--- src/rtl/mac_pkg.sv ---
// mac_pkg: shared FSM encoding and default sizes for the MAC operand/datapath blocks
package mac_pkg;
  localparam int MAC_DATA_W = 8;
  localparam int MAC_DEPTH  = 8;
  localparam int MAC_ADDR_W = 3;
  typedef enum logic [1:0] {
    IDLE = 2'b00,
    ARM  = 2'b01,
    RUN  = 2'b10,
    DONE = 2'b11
  } state_t;
endpackage

--- src/rtl/mac_operand_regfile.sv ---
// mac_operand_regfile: DEPTH-entry register array, synchronous write, combinational read, async clear
module mac_operand_regfile #(
  parameter int W      = 16,
  parameter int DEPTH  = 8,
  parameter int ADDR_W = 3
) (
  input  logic              clk,
  input  logic              rst_n,
  input  logic              we,
  input  logic [ADDR_W-1:0] waddr,
  input  logic [W-1:0]      wdata,
  input  logic [ADDR_W-1:0] raddr,
  output logic [W-1:0]      rdata
);
  logic [W-1:0] mem [DEPTH];
  // clear every entry on reset, otherwise commit the write strobe
  always_ff @(posedge clk or negedge rst_n) begin
    if (!rst_n) begin
      for (int i = 0; i < DEPTH; i++) mem[i] <= '0;
    end else if (we) begin
      mem[waddr] <= wdata;
    end
  end
  assign rdata = mem[raddr];
endmodule

--- src/rtl/mac_operand_buffer.sv ---
// mac_operand_buffer: holds operand pairs and sequences them to the MAC controller; err is a registered pulse one cycle after the offending event
module mac_operand_buffer #(
  parameter int DATA_W = mac_pkg::MAC_DATA_W,
  parameter int DEPTH  = mac_pkg::MAC_DEPTH,
  parameter int ADDR_W = mac_pkg::MAC_ADDR_W
) (
  input  logic              clk,
  input  logic              rst_n,
  input  logic              wr_en,
  input  logic [ADDR_W-1:0] wr_addr,
  input  logic [DATA_W-1:0] wr_a,
  input  logic [DATA_W-1:0] wr_b,
  input  logic [ADDR_W:0]   len,
  input  logic              start,
  input  logic              count_enable,
  input  logic              load_out,
  output logic              go,
  output logic [DATA_W-1:0] a_data,
  output logic [DATA_W-1:0] b_data,
  output logic              cmp,
  output logic              busy,
  output logic              done,
  output logic              err
);
  import mac_pkg::*;
  localparam logic [ADDR_W:0] LEN_MAX = (ADDR_W+1)'(DEPTH);
  state_t              state_q, state_d;
  logic [ADDR_W-1:0]   rd_ptr;
  logic [ADDR_W:0]     consumed, len_q;
  logic [2*DATA_W-1:0] rdata;
  logic                len_ok, accept, step, overrun;
  assign len_ok  = (len != '0) && (len <= LEN_MAX);
  assign accept  = (state_q == IDLE) && start && len_ok;
  assign step    = (state_q == RUN) && count_enable && (consumed != len_q);
  assign overrun = (state_q == RUN) && count_enable && (consumed == len_q);
  mac_operand_regfile #(.W(2*DATA_W), .DEPTH(DEPTH), .ADDR_W(ADDR_W)) u_regfile (
    .clk   (clk),
    .rst_n (rst_n),
    .we    (wr_en && (state_q == IDLE)),
    .waddr (wr_addr),
    .wdata ({wr_a, wr_b}),
    .raddr (rd_ptr),
    .rdata (rdata)
  );
  assign a_data = rdata[2*DATA_W-1:DATA_W];
  assign b_data = rdata[DATA_W-1:0];
  assign go     = (state_q == ARM);
  assign busy   = (state_q != IDLE);
  assign done   = (state_q == DONE);
  // state register
  always_ff @(posedge clk or negedge rst_n) begin
    if (!rst_n) state_q <= IDLE;
    else        state_q <= state_d;
  end
  // next-state: ARM and DONE are single-cycle, RUN exits only on load_out once cmp is up
  always_comb begin
    state_d = state_q;
    unique case (state_q)
      IDLE:    state_d = accept ? ARM : IDLE;
      ARM:     state_d = RUN;
      RUN:     state_d = (load_out && cmp) ? DONE : RUN;
      default: state_d = IDLE;
    endcase
  end
  // job bookkeeping: pointer saturates at len_q-1, cmp latches when the last pair is taken
  always_ff @(posedge clk or negedge rst_n) begin
    if (!rst_n) begin
      rd_ptr   <= '0;
      consumed <= '0;
      len_q    <= '0;
      cmp      <= 1'b0;
      err      <= 1'b0;
    end else begin
      err <= ((state_q == IDLE) && start && !len_ok) || overrun;
      if (accept) begin
        len_q    <= len;
        rd_ptr   <= '0;
        consumed <= '0;
      end
      if (step) begin
        consumed <= consumed + 1'b1;
        cmp      <= cmp | ((consumed + 1'b1) == len_q);
        if (({1'b0, rd_ptr} + 1'b1) < len_q) rd_ptr <= rd_ptr + 1'b1;
      end
      if ((state_q == RUN) && load_out && cmp) cmp <= 1'b0;
    end
  end
endmodule

--- config.mk ---
export PLATFORM = sky130hd
export DESIGN_NAME = mac_operand_buffer
export DESIGN_NICKNAME = d
export VERILOG_FILES = /design/src/rtl/mac_pkg.sv /design/src/rtl/mac_operand_regfile.sv /design/src/rtl/mac_operand_buffer.sv
export SDC_FILE = /design/constraint.sdc
export NUM_CORES = 1
export LEC_CHECK = 0
export CAP_MARGIN = 20
export CORE_MARGIN = 2
export CORE_UTILIZATION = 25
export DETAILED_ROUTE_END_ITERATION = 16
export DONT_BUFFER_PORTS = 1
export GPL_TIMING_DRIVEN = 1
export PLACE_DENSITY = 0.4
export SETUP_SLACK_MARGIN = 0.1
export SKIP_LAST_GASP = 1
export SLEW_MARGIN = 20
export SYNTH_ARGS = -nofsm -noshare
export SYNTH_HDL_FRONTEND = slang
export SYNTH_SLANG_ARGS = --single-unit
--- constraint.sdc ---
create_clock -name clk -period 2.7 [get_ports clk]
set_clock_uncertainty 0.15 [all_clocks]
set_input_delay 0.54 -clock clk [delete_from_list [all_inputs] [get_ports clk]]
set_output_delay 0.54 -clock clk [all_outputs]
set_load 0.005 [all_outputs]
==> flow_summary.json, run 1 <==
{
  "status": "complete, but fails checks",
  "violations": "hold timing",
  "gp_congestion": 0.688,
  "vias": 3638,
  "synthArstFlopShare_pct": 100,
  "grt_pass1_wl_um": 25500,
  "period_share_pct": 99.4,
  "die_x_um": 168,
  "cts_tree": "built",
  "die_h_um": 168,
  "max_clock_freq_mhz": 373,
  "initial_core_util_pct": 25.5,
  "rsz0062_at_grt": "yes",
  "drtIter0Drc": 153,
  "grtUsageTotal_pct": 12.2,
  "synth_edf_count": 0,
  "slew_headroom_pct": 66.1,
  "wire_per_inst_um": 20.2,
  "gr-total-overflow": 0,
  "drt_first_pass_iters": 6,
  "hold_viol_final": 143,
  "worst_ep_required_time_ns": 2.01,
  "period_minus_slack_ns": 2.68,
  "worst_pin_slew_ns": 0.508,
  "worstSetupPathType": "flip-flop to primary output",
  "path_clk_slew_ns": 0.06,
  "io_pins": 50,
  "drive_above_1_share_pct": 53.1,
  "hpwl_um": 9810,
  "avgSynthCellArea_um2": 15.7,
  "setup_viol": 0,
  "cap_violations": 0,
  "final_cells": 796,
  "drc_errors": 0,
  "syn_nets": 465,
  "critPathMaxFanout": 6,
  "hp-class": "input port to asynchronous set/reset pin",
  "slew_viol_final": 0,
  "ys_ff_latch": 143,
  "yosys_warnings": 0,
  "power.density_nw_per_um2": 1220,
  "yosysTopAreaCell": "dfrtp_1",
  "dieArea_um2": 28100,
  "ys.flop_type": "dfrtp_1",
  "synth_top_area_share_pct": 53.4,
  "timing.hold.ws_ns": -0.338,
  "rows": 59,
  "port_buffers": 0,
  "synth_cell_types": 39,
  "cts.path.max_buffers": 2,
  "cts_sinks": 143,
  "antennaDiodeCount": 0,
  "core-area_um2": 26200,
  "clk_latency_ns": 0.42,
  "grt_max_degree": 144,
  "clockRootBuffer": "clkbuf_16",
  "placed_cells": 756,
  "grt_pass1_vias": 4103,
  "nets": 487,
  "yosysSeqAreaShare_pct": 53.4,
  "cts_htree_levels": 4,
  "cts_made_buffers": 17,
  "synthCells": 426,
  "yosys-top-cells-area": "dfrtp_1, mux2_2, mux4_2, mux2_4, ha_1",
  "end_kind": "primary output",
  "cp-start-kind": "flip-flop",
  "ant_nets": 0,
  "arrival_ns": 1.99,
  "power.static_leakage_nw": 3.34,
  "peakVddDrop_mv": 0.386,
  "power_mw": 9.69,
  "synth_area_um2": 6700,
  "antenna_found_initial": 0,
  "drt-total-wl_um": 16100,
  "area_growth_syn_to_layout_pct": 18.3,
  "drt-vias-per-instance": 4.57
}
synth_stat cells (3+ instances only):
| cell | instances |
|---|---|
| mux2_2 | 138 |
| ha_1 | 10 |
| xor2_1 | 4 |
| clkbuf_1 | 5 |
| a21oi_1 | 3 |
| inv_1 | 9 |
| buf_2 | 14 |
| mux4_2 | 32 |
| nand3_1 | 7 |
| nand2_1 | 9 |
| dfrtp_1 | 143 |
| nor2_1 | 4 |
| mux2_4 | 10 |
| xnor2_1 | 5 |
| o21ai_0 | 5 |
where the power goes:
group / switching, mW / leakage (nW) / internal [mW]
combinational: 1.33 / 1.31 / 2.31
clock: 0.943 / 0.271 / 1.30
sequential: 0.596 / 1.75 / 3.21
total: 2.87 / 3.34 / 6.82
worst max-delay path, cell delays in order (launching register included):
cell and delay (ns):
dfrtp_2 0.48, buf_12 0.15, clkbuf_16 0.16, mux4_2 0.49, mux2_4 0.29
placed cells by master (no fill, tap or decap), drive strengths merged, types with 2 or more instances in the layout:
| cell type | netlist | layout |
|---|---|---|
| inv | 9 | 12 |
| nand2 | 9 | 9 |
| buf | 16 | 24 |
| clkinvlp | 0 | 2 |
| and2 | 2 | 2 |
| dfrtp | 143 | 143 |
| mux2i | 2 | 2 |
| clkinv | 0 | 6 |
| nand3 | 7 | 7 |
| nor2 | 4 | 4 |
| nor3b | 2 | 2 |
| xor2 | 4 | 4 |
| nor3 | 3 | 3 |
| a21oi | 3 | 3 |
| mux4 | 32 | 32 |
| clkbuf | 6 | 21 |
| xnor2 | 5 | 5 |
| o21ai | 5 | 5 |
| ha | 10 | 10 |
| mux2 | 148 | 148 |
state kept, by name, indices dropped and copies added (netlist names):
register and cells:
u_regfile.mem 128, consumed 4, len_q 4, rd_ptr 3, state_q 2, cmp 1
err 1
logic make-up (layout without fill, tap and decap cells):
| group | Yosys count | count (layout) | share of synthesized area (%) |
|---|---|---|---|
| flops | 143 | 143 | 53.4 |
| buf+inv | 31 | 66 | 2.13 |
| simple gates | 35 | 35 | 3.18 |
| fa+ha+maj | 10 | 10 | 1.87 |
| xor+xnor | 9 | 9 | 1.18 |
| mux | 182 | 182 | 36.5 |
| compound gates | 16 | 16 | 1.68 |
path summary, 6_finish.rpt:
check / from / to / slack, ns / cells after the start
setup / recovery: rd_ptr[0] / a_data[3] / 0.02 / 4
hold / removal: rst_n / u_regfile.mem[17] / -0.34 / 0
setup reg to reg: rd_ptr[0] / rd_ptr[2] / 0.24 / 6
hold reg to reg: u_regfile.mem[60] / u_regfile.mem[60] / 0.35 / 1
max in group asynchronous: rst_n / u_regfile.mem[68] / 2.50 / 0
min in group clk: wr_b[2] / u_regfile.mem[2] / 0.11 / 1
metrics by stage:
step	util (%)	setup TNS [ns]	setup slack (ns)	cell area [um^2]
floorplan	-	0	0.242	6700
global placement	27.4	0	0.451	7180
detailed placement	27.4	0	0.395	7180
CTS	30.0	-0.0279	-0.00916	7860
global route	30.2	-0.495	-0.0525	7920
finish	30.2	0	0.0175	7920
what timing repair did:
action,4_1_cts,5_1_grt
resized for setup,6,10
hold endpoints to repair,143,143
cloned,2,1
endpoints found under the setup margin,16,16
buffers inserted,5,0
pin swaps,0,0
per-layer routing:
layer / vias to the layer above / share of wire (%) / global-route usage (%)
li1: 1633 / - / -
met4: 0 / 1.1 / 3.52
met2: 46 / 48 / 19.7
met1: 1946 / 47 / 15.9
met5: - / 0 / 0
met3: 13 / 4.4 / 3.45
layout make-up:
cell class	instances	area [um^2]
Clock inverter	12	109
Timing Repair Buffer	25	298
Clock buffer	20	447
Sequential cell	143	3580
Tap cell	335	419
Inverter	9	33.8
Fill cell	2591	18300
Multi-Input combinational cell	252	3030
Power figures use the tool's default switching activity.
==> run 2: changes to the inputs <==
- CORE_ASPECT_RATIO: default -> 1.25
- GPL_TIMING_DRIVEN: 1 -> default
==> flow_summary.json, run 2 (synthesized netlist as in run 1, its figures left out) <==
{
  "hold_viol_final": 143,
  "port_buffers": 0,
  "drc_errors": 0,
  "die_x_um": 150,
  "grt_max_degree": 144,
  "max_clock_freq_mhz": 383,
  "rows": 67,
  "worst_ep_required_time_ns": 2.01,
  "worst_pin_slew_ns": 0.426,
  "postPlaceCellArea_um2": 7150,
  "rrSetupSlack_ns": 0.37,
  "area_growth_syn_to_layout_pct": 17.0,
  "postCtsSetupBuffers": 0,
  "core-area_um2": 26600,
  "nets": 476,
  "cp-start-kind": "flip-flop",
  "antenna_found_initial": 0,
  "mostFrequentLayoutCells": "dfrtp_1, mux2_2, mux4_2",
  "power.density_nw_per_um2": 1240,
  "die_h_um": 187,
  "cts_made_buffers": 17,
  "violations": "hold timing",
  "wire_per_inst_um": 19.5,
  "cap_violations": 0,
  "grtUsageTotal_pct": 11.9,
  "io_pins": 50,
  "cts.path.max_buffers": 2,
  "hpwl_um": 9380,
  "drt-total-wl_um": 15500,
  "setup_tns_ns": 0,
  "end_kind": "primary output",
  "timing.hold.ws_ns": -0.331,
  "setup_viol": 0,
  "initial_core_util_pct": 25.2,
  "r2r-start": "rd_ptr[0]",
  "cts_htree_levels": 4,
  "drt-vias-per-instance": 4.56,
  "path_clk_slew_ns": 0.06,
  "status": "complete, but fails checks",
  "drive_above_1_share_pct": 52.4,
  "utilization_pct": 29.5,
  "drt_first_pass_iters": 5,
  "placed_cells": 763,
  "vias": 3624,
  "grt_pass1_wl_um": 24600,
  "reg2regPathDepth": 6,
  "peakVddDrop_mv": 0.481,
  "cts_tree": "built",
  "gr-total-overflow": 0,
  "gp_congestion": 0.658,
  "largest_reg_flops": 128,
  "reg_top3": "u_regfile.mem (128), consumed (4), len_q (4)",
  "period_share_pct": 96.7,
  "slew_headroom_pct": 71.5,
  "power.static_leakage_nw": 3.26,
  "ant_nets": 0,
  "rsz0062_at_grt": "yes",
  "final_cells": 795,
  "worstSetupPathType": "flip-flop to primary output",
  "hp-class": "input port to asynchronous set/reset pin",
  "dieArea_um2": 28100,
  "antennaDiodeCount": 0,
  "drtIter0Drc": 126,
  "arrival_ns": 1.92,
  "critPathMaxFanout": 14,
  "fin_area_um2": 7830,
  "regMostFlops": "u_regfile.mem",
  "fillers": 2617,
  "cts_sinks": 143,
  "timing.rr.end": "rd_ptr[2]",
  "clk_latency_ns": 0.42,
  "clockRootBuffer": "clkbuf_16",
  "period_minus_slack_ns": 2.61,
  "grt_pass1_vias": 3942,
  "slew_viol_final": 0,
  "final_common_cell": "dfrtp_1"
}
run 2: cell count changes in the layout (fill, tap and decap cells not counted), sizes merged:
cell and change:
clkbuf -4, clkinvlp -1, buf -10, bufinv +4
run 2: how the worst max path moves through the flow:
stage | start | end | slack (ns) | cells past startpoint
4_1_cts | rd_ptr[0] | a_data[7] | 0.05 | 3
6_report | rd_ptr[0] | a_data[7] | 0.09 | 3
5_1_grt | rd_ptr[0] | b_data[0] | 0.02 | 3
2_1_floorplan | rd_ptr[2] | rd_ptr[2] | 0.24 | 7
3_5_place_dp | state_q[0] | u_regfile.mem[55] | 0.39 | 6
3_3_place_gp | rd_ptr[0] | b_data[0] | 0.41 | 3
run 2: power breakdown:
group	switching [mW]	leakage (nW)	internal [mW]	total, mW
logic	1.20	1.19	2.04	3.25
registers	0.595	1.75	3.21	3.81
clock network	0.975	0.318	1.65	2.63
total	2.77	3.26	6.91	9.68
run 2: per-stage QoR:
stage / setup WS (ns) / total power, mW
3_5_place_dp: 0.391 / 7.15
6_report: 0.0886 / 9.68
5_1_grt: 0.0166 / 10.3
2_1_floorplan: 0.242 / 6.32
3_3_place_gp: 0.413 / 7.04
4_1_cts: 0.0529 / 9.88
run 2: area by class of cell:
type / count / area [um^2] / share of cell area [%]
tap: 345 / 432 / 5.51
multi-input combinational: 252 / 2980 / 38.1
sequential: 143 / 3580 / 45.7
timing repair buffer: 14 / 146 / 1.87
clock buffer: 17 / 425 / 5.43
inverter: 9 / 33.8 / 0.431
clock inverter: 15 / 233 / 2.97
run 2: critical path, cell delays in order (launching register included):
cell,delay [ns]
dfrtp_2,0.44
buf_12,0.20
mux4_2,0.54
mux2_2,0.31
run 2: timing repair:
| action | in CTS | in global routing |
|---|---|---|
| hold endpoints to repair | 143 | 143 |
| endpoints found under the setup margin | 15 | 16 |
| resized for setup | 6 | 1 |
run 2: per-layer routing:
metal  part of all wire, %  track usage (%)  vias up
li1                      -                -     1597
met1                    44             15.2     1951
met2                    50             19.0       60
met3                   5.2             3.78       16
met4                   1.3             3.59        0
met5                     0                0        -
